[src/rtl/serial_receiver.sv]
// UART-style receiver: 2-flop synchronizer, oversampled start/data/stop recovery,
// one-clk rdy/ferr strobes. Define SERIAL_RECEIVER_PARITY_EN to add an even-parity bit and perr.
module serial_receiver #(
    parameter int CLKFREQ    = 100_000_000,
    parameter int BAUD       = 9600,
    parameter int D          = 8,
    parameter int OVERSAMPLE = 16
) (
    input  logic         clk,
    input  logic         reset,
    input  logic         rxd,
    output logic [D-1:0] data,
    output logic         rdy,
    output logic         ferr,
`ifdef SERIAL_RECEIVER_PARITY_EN
    output logic         perr,
`endif
    output logic         busy
);

    localparam int DIV = CLKFREQ / (BAUD * OVERSAMPLE);
    localparam int DW  = (DIV > 1) ? $clog2(DIV) : 1;
    localparam int SW  = $clog2(OVERSAMPLE);
    localparam int BW  = $clog2(D + 1);

    localparam logic [DW-1:0] DIV_LAST  = DW'(DIV - 1);
    localparam logic [SW-1:0] HALF_LAST = SW'(OVERSAMPLE / 2 - 1);
    localparam logic [SW-1:0] FULL_LAST = SW'(OVERSAMPLE - 1);
    localparam logic [BW-1:0] BIT_LAST  = BW'(D - 1);

    typedef enum logic [2:0] {
        IDLE   = 3'd0,
        START  = 3'd1,
        DATA   = 3'd2,
        PARITY = 3'd3,
        STOP   = 3'd4,
        WAITHI = 3'd5
    } state_t;

`ifdef SERIAL_RECEIVER_PARITY_EN
    localparam state_t AFTER_DATA = PARITY;
`else
    localparam state_t AFTER_DATA = STOP;
`endif

    function automatic logic even_parity(input logic [D-1:0] v);
        return ^v;
    endfunction

    logic          sync1_q;
    logic          sync2_q;
    logic          rxs_s;
    logic [DW-1:0] div_q;
    logic [DW-1:0] div_d;
    logic          tick_s;
    logic [SW-1:0] scount_q;
    logic [BW-1:0] bcount_q;
    logic [D-1:0]  shift_q;
    logic [D:0]    shift_ext_s;
    logic [D-1:0]  data_q;
    logic          rdy_q;
    logic          ferr_q;
    logic          busy_q;
    state_t        state_q;
`ifdef SERIAL_RECEIVER_PARITY_EN
    logic          par_q;
    logic          perr_q;
`endif

    // Divider next count and tick decode.
    always_comb begin
        tick_s      = (div_q == DIV_LAST);
        rxs_s       = sync2_q;
        shift_ext_s = {rxs_s, shift_q};
        if (tick_s) begin
            div_d = '0;
        end else begin
            div_d = div_q + DW'(1);
        end
    end

    // Line synchronizer and free-running sample-tick divider.
    always_ff @(posedge clk or negedge reset) begin
        if (!reset) begin
            sync1_q <= 1'b1;
            sync2_q <= 1'b1;
            div_q   <= '0;
        end else begin
            sync1_q <= rxd;
            sync2_q <= sync1_q;
            div_q   <= div_d;
        end
    end

    // Frame FSM with registered strobes; everything advances on sample ticks only.
    always_ff @(posedge clk or negedge reset) begin
        if (!reset) begin
            state_q  <= IDLE;
            scount_q <= '0;
            bcount_q <= '0;
            shift_q  <= '0;
            data_q   <= '0;
            rdy_q    <= 1'b0;
            ferr_q   <= 1'b0;
            busy_q   <= 1'b0;
`ifdef SERIAL_RECEIVER_PARITY_EN
            par_q    <= 1'b0;
            perr_q   <= 1'b0;
`endif
        end else begin
            rdy_q  <= 1'b0;
            ferr_q <= 1'b0;
`ifdef SERIAL_RECEIVER_PARITY_EN
            perr_q <= 1'b0;
`endif
            if (tick_s) begin
                case (state_q)
                    IDLE: begin
                        if (!rxs_s) begin
                            state_q  <= START;
                            scount_q <= '0;
                            busy_q   <= 1'b1;
                        end
                    end
                    START: begin
                        if (scount_q == HALF_LAST) begin
                            scount_q <= '0;
                            bcount_q <= '0;
                            if (!rxs_s) begin
                                state_q <= DATA;
                            end else begin
                                state_q <= IDLE;
                                busy_q  <= 1'b0;
                            end
                        end else begin
                            scount_q <= scount_q + SW'(1);
                        end
                    end
                    DATA: begin
                        if (scount_q == FULL_LAST) begin
                            shift_q  <= shift_ext_s[D:1];
                            scount_q <= '0;
                            bcount_q <= bcount_q + BW'(1);
                            if (bcount_q == BIT_LAST) begin
                                state_q <= AFTER_DATA;
                            end
                        end else begin
                            scount_q <= scount_q + SW'(1);
                        end
                    end
`ifdef SERIAL_RECEIVER_PARITY_EN
                    PARITY: begin
                        if (scount_q == FULL_LAST) begin
                            par_q    <= rxs_s;
                            scount_q <= '0;
                            state_q  <= STOP;
                        end else begin
                            scount_q <= scount_q + SW'(1);
                        end
                    end
`endif
                    STOP: begin
                        if (scount_q == FULL_LAST) begin
                            scount_q <= '0;
                            if (rxs_s) begin
`ifdef SERIAL_RECEIVER_PARITY_EN
                                if (even_parity(shift_q) == par_q) begin
                                    data_q <= shift_q;
                                    rdy_q  <= 1'b1;
                                end else begin
                                    perr_q <= 1'b1;
                                end
`else
                                data_q <= shift_q;
                                rdy_q  <= 1'b1;
`endif
                                state_q <= IDLE;
                                busy_q  <= 1'b0;
                            end else begin
                                ferr_q  <= 1'b1;
                                state_q <= WAITHI;
                            end
                        end else begin
                            scount_q <= scount_q + SW'(1);
                        end
                    end
                    // A line held low after a bad stop must not look like a new start bit.
                    WAITHI: begin
                        if (rxs_s) begin
                            state_q <= IDLE;
                            busy_q  <= 1'b0;
                        end
                    end
                    default: begin
                        state_q  <= IDLE;
                        scount_q <= '0;
                        busy_q   <= 1'b0;
                    end
                endcase
            end
        end
    end

    assign data = data_q;
    assign rdy  = rdy_q;
    assign ferr = ferr_q;
    assign busy = busy_q;
`ifdef SERIAL_RECEIVER_PARITY_EN
    assign perr = perr_q;
`endif

endmodule

[config.mk]
export PLATFORM = sky130hd
export DESIGN_NAME = serial_receiver
export DESIGN_NICKNAME = d
export VERILOG_FILES = /design/src/rtl/serial_receiver.sv
export SDC_FILE = /design/constraint.sdc
export NUM_CORES = 1
export LEC_CHECK = 0
export BUFFER_PORTS_ARGS = -buffer_cell sky130_fd_sc_hd__buf_2
export CORE_AREA = 2 2 73 75
export CTS_CLUSTER_SIZE = 30
export DETAILED_ROUTE_END_ITERATION = 7
export DIE_AREA = 0 0 75 77
export PLACE_DENSITY = 0.63
export SYNTH_ARGS = -nofsm -noshare
export SYNTH_HDL_FRONTEND = slang
export SYNTH_SLANG_ARGS = --single-unit
[constraint.sdc]
create_clock -name clk -period 2.25 [get_ports clk]
set_clock_uncertainty 0.1 [all_clocks]
set_input_delay 0.225 -clock clk [delete_from_list [all_inputs] [get_ports clk]]
set_output_delay 0.225 -clock clk [all_outputs]
set_load 0.02 [all_outputs]
==> flow_metrics.tcl, run 1 <==
set metrics [dict create \
    status "finished clean" \
    cp_slowest_stage_delay_ns 0.54 \
    layout_commonest_cell "dfrtp_1" \
    grtUsageTotal_pct 16.1 \
    hold_path_class "reg2reg" \
    postCtsResizedCells 0 \
    grt_max_degree 43 \
    num_vias 1442 \
    final_cell_area_mm2 0.00238 \
    diodes 0 \
    chipWidth_um 75 \
    start_kind "flip-flop" \
    clock_path_buffers 2 \
    wl_per_cell_um 15.0 \
    htree_num_levels 2 \
    grt_pass1_vias 1517 \
    synthToLayoutAreaGrowth_pct 13.5 \
    syn_area_per_cell_um2 11.8 \
    syn_area_mm2 0.00210 \
    grt-ovfl-total 0 \
    drt-initial-drc-count 62 \
    crit_path_start "div_q[1]" \
    crit_buf_inv 0 \
    first_pass_iters 4 \
    pwr_density_cell_mw_per_mm2 535 \
    yosysUniqueCellTypes 51 \
    avgViaCountPerCell 5.34 \
    final_cell_mix "dfrtp_1, buf_2, mux2_2" \
    clock_insertion_delay_worst_skew_ns 0.30 \
    slowest_stage "or4_4" \
    power_leakage_nw 1.15 \
    die_y_um 77 \
    drc_errors 0 \
    fmax_mhz 478 \
    max-slew-margin-rel_pct 38.9 \
    ioPinCount 14 \
    hold_viol 0 \
    layout_worst_path_cycle_share_pct 93.0 \
    antenna_found_initial 0 \
    cts_root_buffer "clkbuf_8" \
    synth-main-ff-cell "dfrtp_1" \
    seq_area_mm2 0.00105 \
    min_from "sync1_q" \
    cts_made_buffers 5 \
    synth_edf_count 0 \
    synth_seq_area_share_pct 50.2 \
    dieArea_mm2 0.00578 \
    path_max_fanout 9 \
    worst_pin_slew_ns 0.916 \
    async_reset_ff_share_pct 100 \
    cp-end-kind "flip-flop" \
    cts_setup_buffers 0 \
    timing.rr.start "div_q[1]" \
    clk_pin_slew_ns 0.09 \
    portBuffers 13 \
    worstPathArrival_ns 2.18 \
    multi_input_area_um2 982 \
    cts.sinks 42 \
    ys_seq_elements 42 \
    fp-row-count 26 \
    cp_cell_sequence "ha_1, and4bb_2, nand3_4, or4_4, mux2_4" \
    max_cap_viol_count 0 \
    crit_required_ns 2.34 \
    drive_gt1_share_pct 29.5 \
    synthCells 178 \
    yosys_warnings 0 \
    max-vdd-ir-drop_v 0.000272 \
    ant_nets 0 \
    hpwl_um 2950 \
    grt_pass1_wl_um 7090 \
    coreArea_mm2 0.00498 \
    tritoncts "built" \
    initial_core_util_pct 42.2 \
    path_class "reg2reg" \
    period_needed_ns 2.09 \
    wirelength_um 4060 \
    synth_fp_nets 185 \
    rsz0062_at_grt "false" \
    path_delay_family "simple AND/OR/NAND/NOR gates" \
    gp_congestion 0.838 \
    drv_slew 0 \
    fin_setup_tns_ns 0 \
    postPlaceCellArea_mm2 0.00227 \
    setup_viol 0 \
    fin_nets 206 \
    nFillCells 452 \
]
layout make-up:
type	count	area share [%]
inverter	4	0.631
clock buffer	5	2.89
tap	70	3.68
timing repair buffer	24	6.41
clock inverter	3	0.893
multi-input combinational	122	41.3
sequential	42	44.2
routing by layer:
metal | vias up | GRT usage [%] | wire length [um]
met5 | - | 0 | 0
met4 | 0 | 8.04 | 72
met3 | 8 | 4.73 | 164
met2 | 26 | 25.9 | 2130
met1 | 715 | 19.1 | 1700
li1 | 693 | - | -
final timing paths:
check / cells after the start / end / slack [ns]
max in group asynchronous: 2 / div_q[3] / 0.98
hold / removal: 0 / rxs_s / 0.26
min in group asynchronous: 2 / scount_q[1] / 0.49
setup reg to reg: 5 / data[1] / 0.16
hold reg to reg: 0 / rxs_s / 0.26
setup / recovery: 5 / data[1] / 0.16
where the power goes:
part | total [W] | switching, W | leakage [nW] | internal (W)
Combinational | 0.0000216 | 0.0000161 | 0.544 | 0.00000546
Sequential | 0.000760 | 0.00000245 | 0.566 | 0.000757
Clock | 0.000492 | 0.000274 | 0.0441 | 0.000218
Total | 0.00127 | 0.000293 | 1.15 | 0.000981
through the flow:
stage | utilization [%] | hold WS, ns | total power [W] | worst slack [ns] | std cells
after floorplan | - | -0.171 | 0.000776 | 0.100 | 178
after CTS | 47.8 | 0.264 | 0.00129 | 0.0550 | 270
after global routing | 47.8 | 0.271 | 0.00133 | 0.0704 | 270
after detailed placement | 45.6 | 0.232 | 0.000795 | 0.0600 | 260
final | 47.8 | 0.261 | 0.00127 | 0.157 | 270
after global placement | 45.6 | 0.232 | 0.000795 | 0.132 | 260
synth_stat cells (2+ instances only):
cell	instances	area, um^2
dfrtp_1	40	1000
mux2_2	11	124
nand2_1	9	33.8
nor2_1	9	33.8
mux2_4	8	120
nand3_1	8	40.0
clkbuf_1	7	26.3
o21ai_0	6	30.0
xnor2_1	6	52.6
and3_1	4	25.0
ha_1	4	50.1
inv_1	4	15.0
nand3b_1	4	30.0
nand4_1	4	25.0
xor2_1	4	35.0
nor4_1	3	18.8
o31ai_1	3	22.5
a211o_1	2	17.5
a211oi_1	2	15.0
a31oi_1	2	12.5
and3b_1	2	17.5
buf_2	2	10.0
dfstp_2	2	52.6
mux2i_1	2	20.0
nor4b_1	2	17.5
o21a_1	2	15.0
or3b_1	2	17.5
timing repair:
item / 4_1_cts / 5_1_grt
hold buffers: 2 / 0
endpoints found under the setup margin: 0 / 2
hold endpoints to repair: 41 / 0
registers in the layout, summed over array words and instances (netlist names):
signal    count
div_q        10
data          8
shift_q       8
bcount_q      4
scount_q      4
state_q       3
busy          1
ferr          1
rdy           1
rxs_s         1
sync1_q       1
kinds of logic (layout without fill, tap and decap cells):
group	after synthesis	count (layout)	share of synthesized area, %
simple gates	61	61	19.0
mux	21	21	12.6
compound gates	26	26	8.71
buf+inv	14	36	2.98
xor+xnor	10	10	4.17
fa+ha+maj	4	4	2.39
flops	42	42	50.2
Note: power is estimated with default switching activity, not from simulation.
==> run 2: changes to the inputs <==
--- a/config.mk
+++ b/config.mk
@@ -6,11 +6,11 @@
 export NUM_CORES = 1
 export LEC_CHECK = 0
 export BUFFER_PORTS_ARGS = -buffer_cell sky130_fd_sc_hd__buf_2
-export CORE_AREA = 2 2 73 75
+export CORE_AREA = 2 2 68 70
 export CTS_CLUSTER_SIZE = 30
 export DETAILED_ROUTE_END_ITERATION = 7
-export DIE_AREA = 0 0 75 77
-export PLACE_DENSITY = 0.63
+export DIE_AREA = 0 0 70 72
+export PLACE_DENSITY = 0.71
 export SYNTH_ARGS = -nofsm -noshare
 export SYNTH_HDL_FRONTEND = slang
 export SYNTH_SLANG_ARGS = --single-unit
==> run 2 against run 1 <==
Against the previous run: global-route usage grew 1.0 points; first-iteration DRC count shrank 21%; worst hold slack lost 0.0041 ns; critical endpoint is now data[5]; largest cell class unchanged.
==> flow_metrics.tcl, run 2 (synthesis gave the netlist of run 1 again) <==
set metrics [dict create \
    crit_cells 5 \
    coreArea_mm2 0.00426 \
    hold_path_class "reg2reg" \
    r2r_cells 5 \
    fin_nets 206 \
    grt_pass1_wl_um 6850 \
    multi_input_area_um2 982 \
    fp-row-count 24 \
    wl_per_cell_um 15.7 \
    cts_setup_buffers 0 \
    clkPwrFrac_pct 42.6 \
    crit_buf_inv 0 \
    wirelength_um 3960 \
    max_cap_viol_count 0 \
    worstPathArrival_ns 2.20 \
    dp_worst_setup_slack_ns 0.0492 \
    layout_worst_path_cycle_share_pct 94.3 \
    synthToLayoutAreaGrowth_pct 13.4 \
    drv_slew 0 \
    antenna_found_initial 0 \
    holdPathStages 0 \
    tritoncts "built" \
    crit_required_ns 2.33 \
    grt_pass1_vias 1457 \
    nFillCells 363 \
    die_y_um 72 \
    setup_viol 0 \
    fmax_mhz 471 \
    grtUsageTotal_pct 17.1 \
    drive_gt1_share_pct 29.0 \
    p_int_w 0.00109 \
    layout_commonest_cell "dfrtp_1" \
    power_leakage_nw 1.16 \
    ant_nets 0 \
    clock_insertion_delay_worst_skew_ns 0.29 \
    fin_setup_tns_ns 0 \
    cp_slowest_stage_delay_ns 0.55 \
    clk_pin_slew_ns 0.08 \
    largest_reg_flops 10 \
    path_delay_family "simple AND/OR/NAND/NOR gates" \
    path_class "reg2reg" \
    status "finished clean" \
    cts_root_buffer "clkbuf_8" \
    portBuffers 13 \
    p_seq_share_pct 55.8 \
    start_kind "flip-flop" \
    cts_made_buffers 5 \
    hpwl_um 2800 \
    seq_area_mm2 0.00105 \
    hold_viol 0 \
    grt_max_degree 43 \
    diodes 0 \
    clock_path_buffers 2 \
    gp_congestion 0.841 \
    avgViaCountPerCell 5.65 \
    path_max_fanout 9 \
    max-vdd-ir-drop_v 0.000372 \
    cts.sinks 42 \
    num_vias 1425 \
    top_register "div_q" \
    max-slew-margin-rel_pct 39.2 \
    final_cell_mix "dfrtp_1, buf_2, mux2_2" \
    worst_pin_slew_ns 0.911 \
    chipWidth_um 70 \
    switchingPower_w 0.000269 \
    postCtsResizedCells 0 \
    worst_slack_ns 0.128 \
    rsz0062_at_grt "false" \
    period_needed_ns 2.12 \
    drt-initial-drc-count 49 \
    dieArea_mm2 0.00504 \
    first_pass_iters 4 \
    cp_cell_sequence "ha_1, and4bb_2, nand3_4, or4_4, mux2_4" \
    pwr_density_cell_mw_per_mm2 573 \
    ioPinCount 14 \
    grt-ovfl-total 0 \
    htree_num_levels 2 \
    slowest_stage "or4_4" \
    cp-end-kind "flip-flop" \
    swShare_pct 19.7 \
    comb_power_share_pct 1.6 \
    drc_errors 0 \
    initial_core_util_pct 49.2 \
]
[run 2: changes by cell type in the layout (fill, tap and decap cells not counted), sizes merged]
cell / delta
clkbuf: +1
clkinv: -2
bufinv: +1
[run 2: power groups by stage]
stage                 logic, W  registers (W)  clock network (W)
floorplan           0.00000194       0.000774                  0
CTS                  0.0000232       0.000760           0.000597
global placement     0.0000194       0.000775                  0
detailed placement   0.0000204       0.000775                  0
finish               0.0000217       0.000760           0.000581
global route         0.0000260       0.000760           0.000637
[run 2: cell type report]
type | instances | area share [%]
multi-input cells | 122 | 41.3
repair buffers | 24 | 6.42
flip-flops and latches | 42 | 44.3
clock inverters | 2 | 1.58
clock buffers | 6 | 3.05
well taps | 52 | 2.74
inverters | 4 | 0.631
[run 2: worst paths after layout]
| path | startpoint | to | slack, ns |
|---|---|---|---|
| max | div_q[1] | data[5] | 0.13 |
| min | sync1_q | rxs_s | 0.26 |
| max reg2reg | div_q[1] | data[5] | 0.13 |
| min reg2reg | sync1_q | rxs_s | 0.26 |
| max in group asynchronous | reset | shift_q[6] | 0.98 |
| min in group asynchronous | reset | busy | 0.51 |
[run 2: stage by stage]
stage               std cells  hold slack (ns)  instance area (um^2)  total power, W  util (%)
floorplan                 178           -0.171                  2100        0.000776         -
global placement          242            0.230                  2250        0.000794      52.7
detailed placement        242            0.232                  2250        0.000795      52.7
CTS                       252            0.258                  2380         0.00138      55.8
global route              252            0.268                  2380         0.00142      55.8
finish                    252            0.257                  2380         0.00136      55.8
[run 2: timing repair]
action	in CTS	in global routing
hold endpoints to repair	14	0
hold buffers	2	0
endpoints found under the setup margin	0	8
[run 2: layer usage]
metal  part of all wire [%]  GRT usage, %  wire (um)
met1                     45          21.1       1800
met2                     51          29.7       2020
met3                    2.6          4.86        104
met4                    1.0          4.49         40
met5                      0             0          0
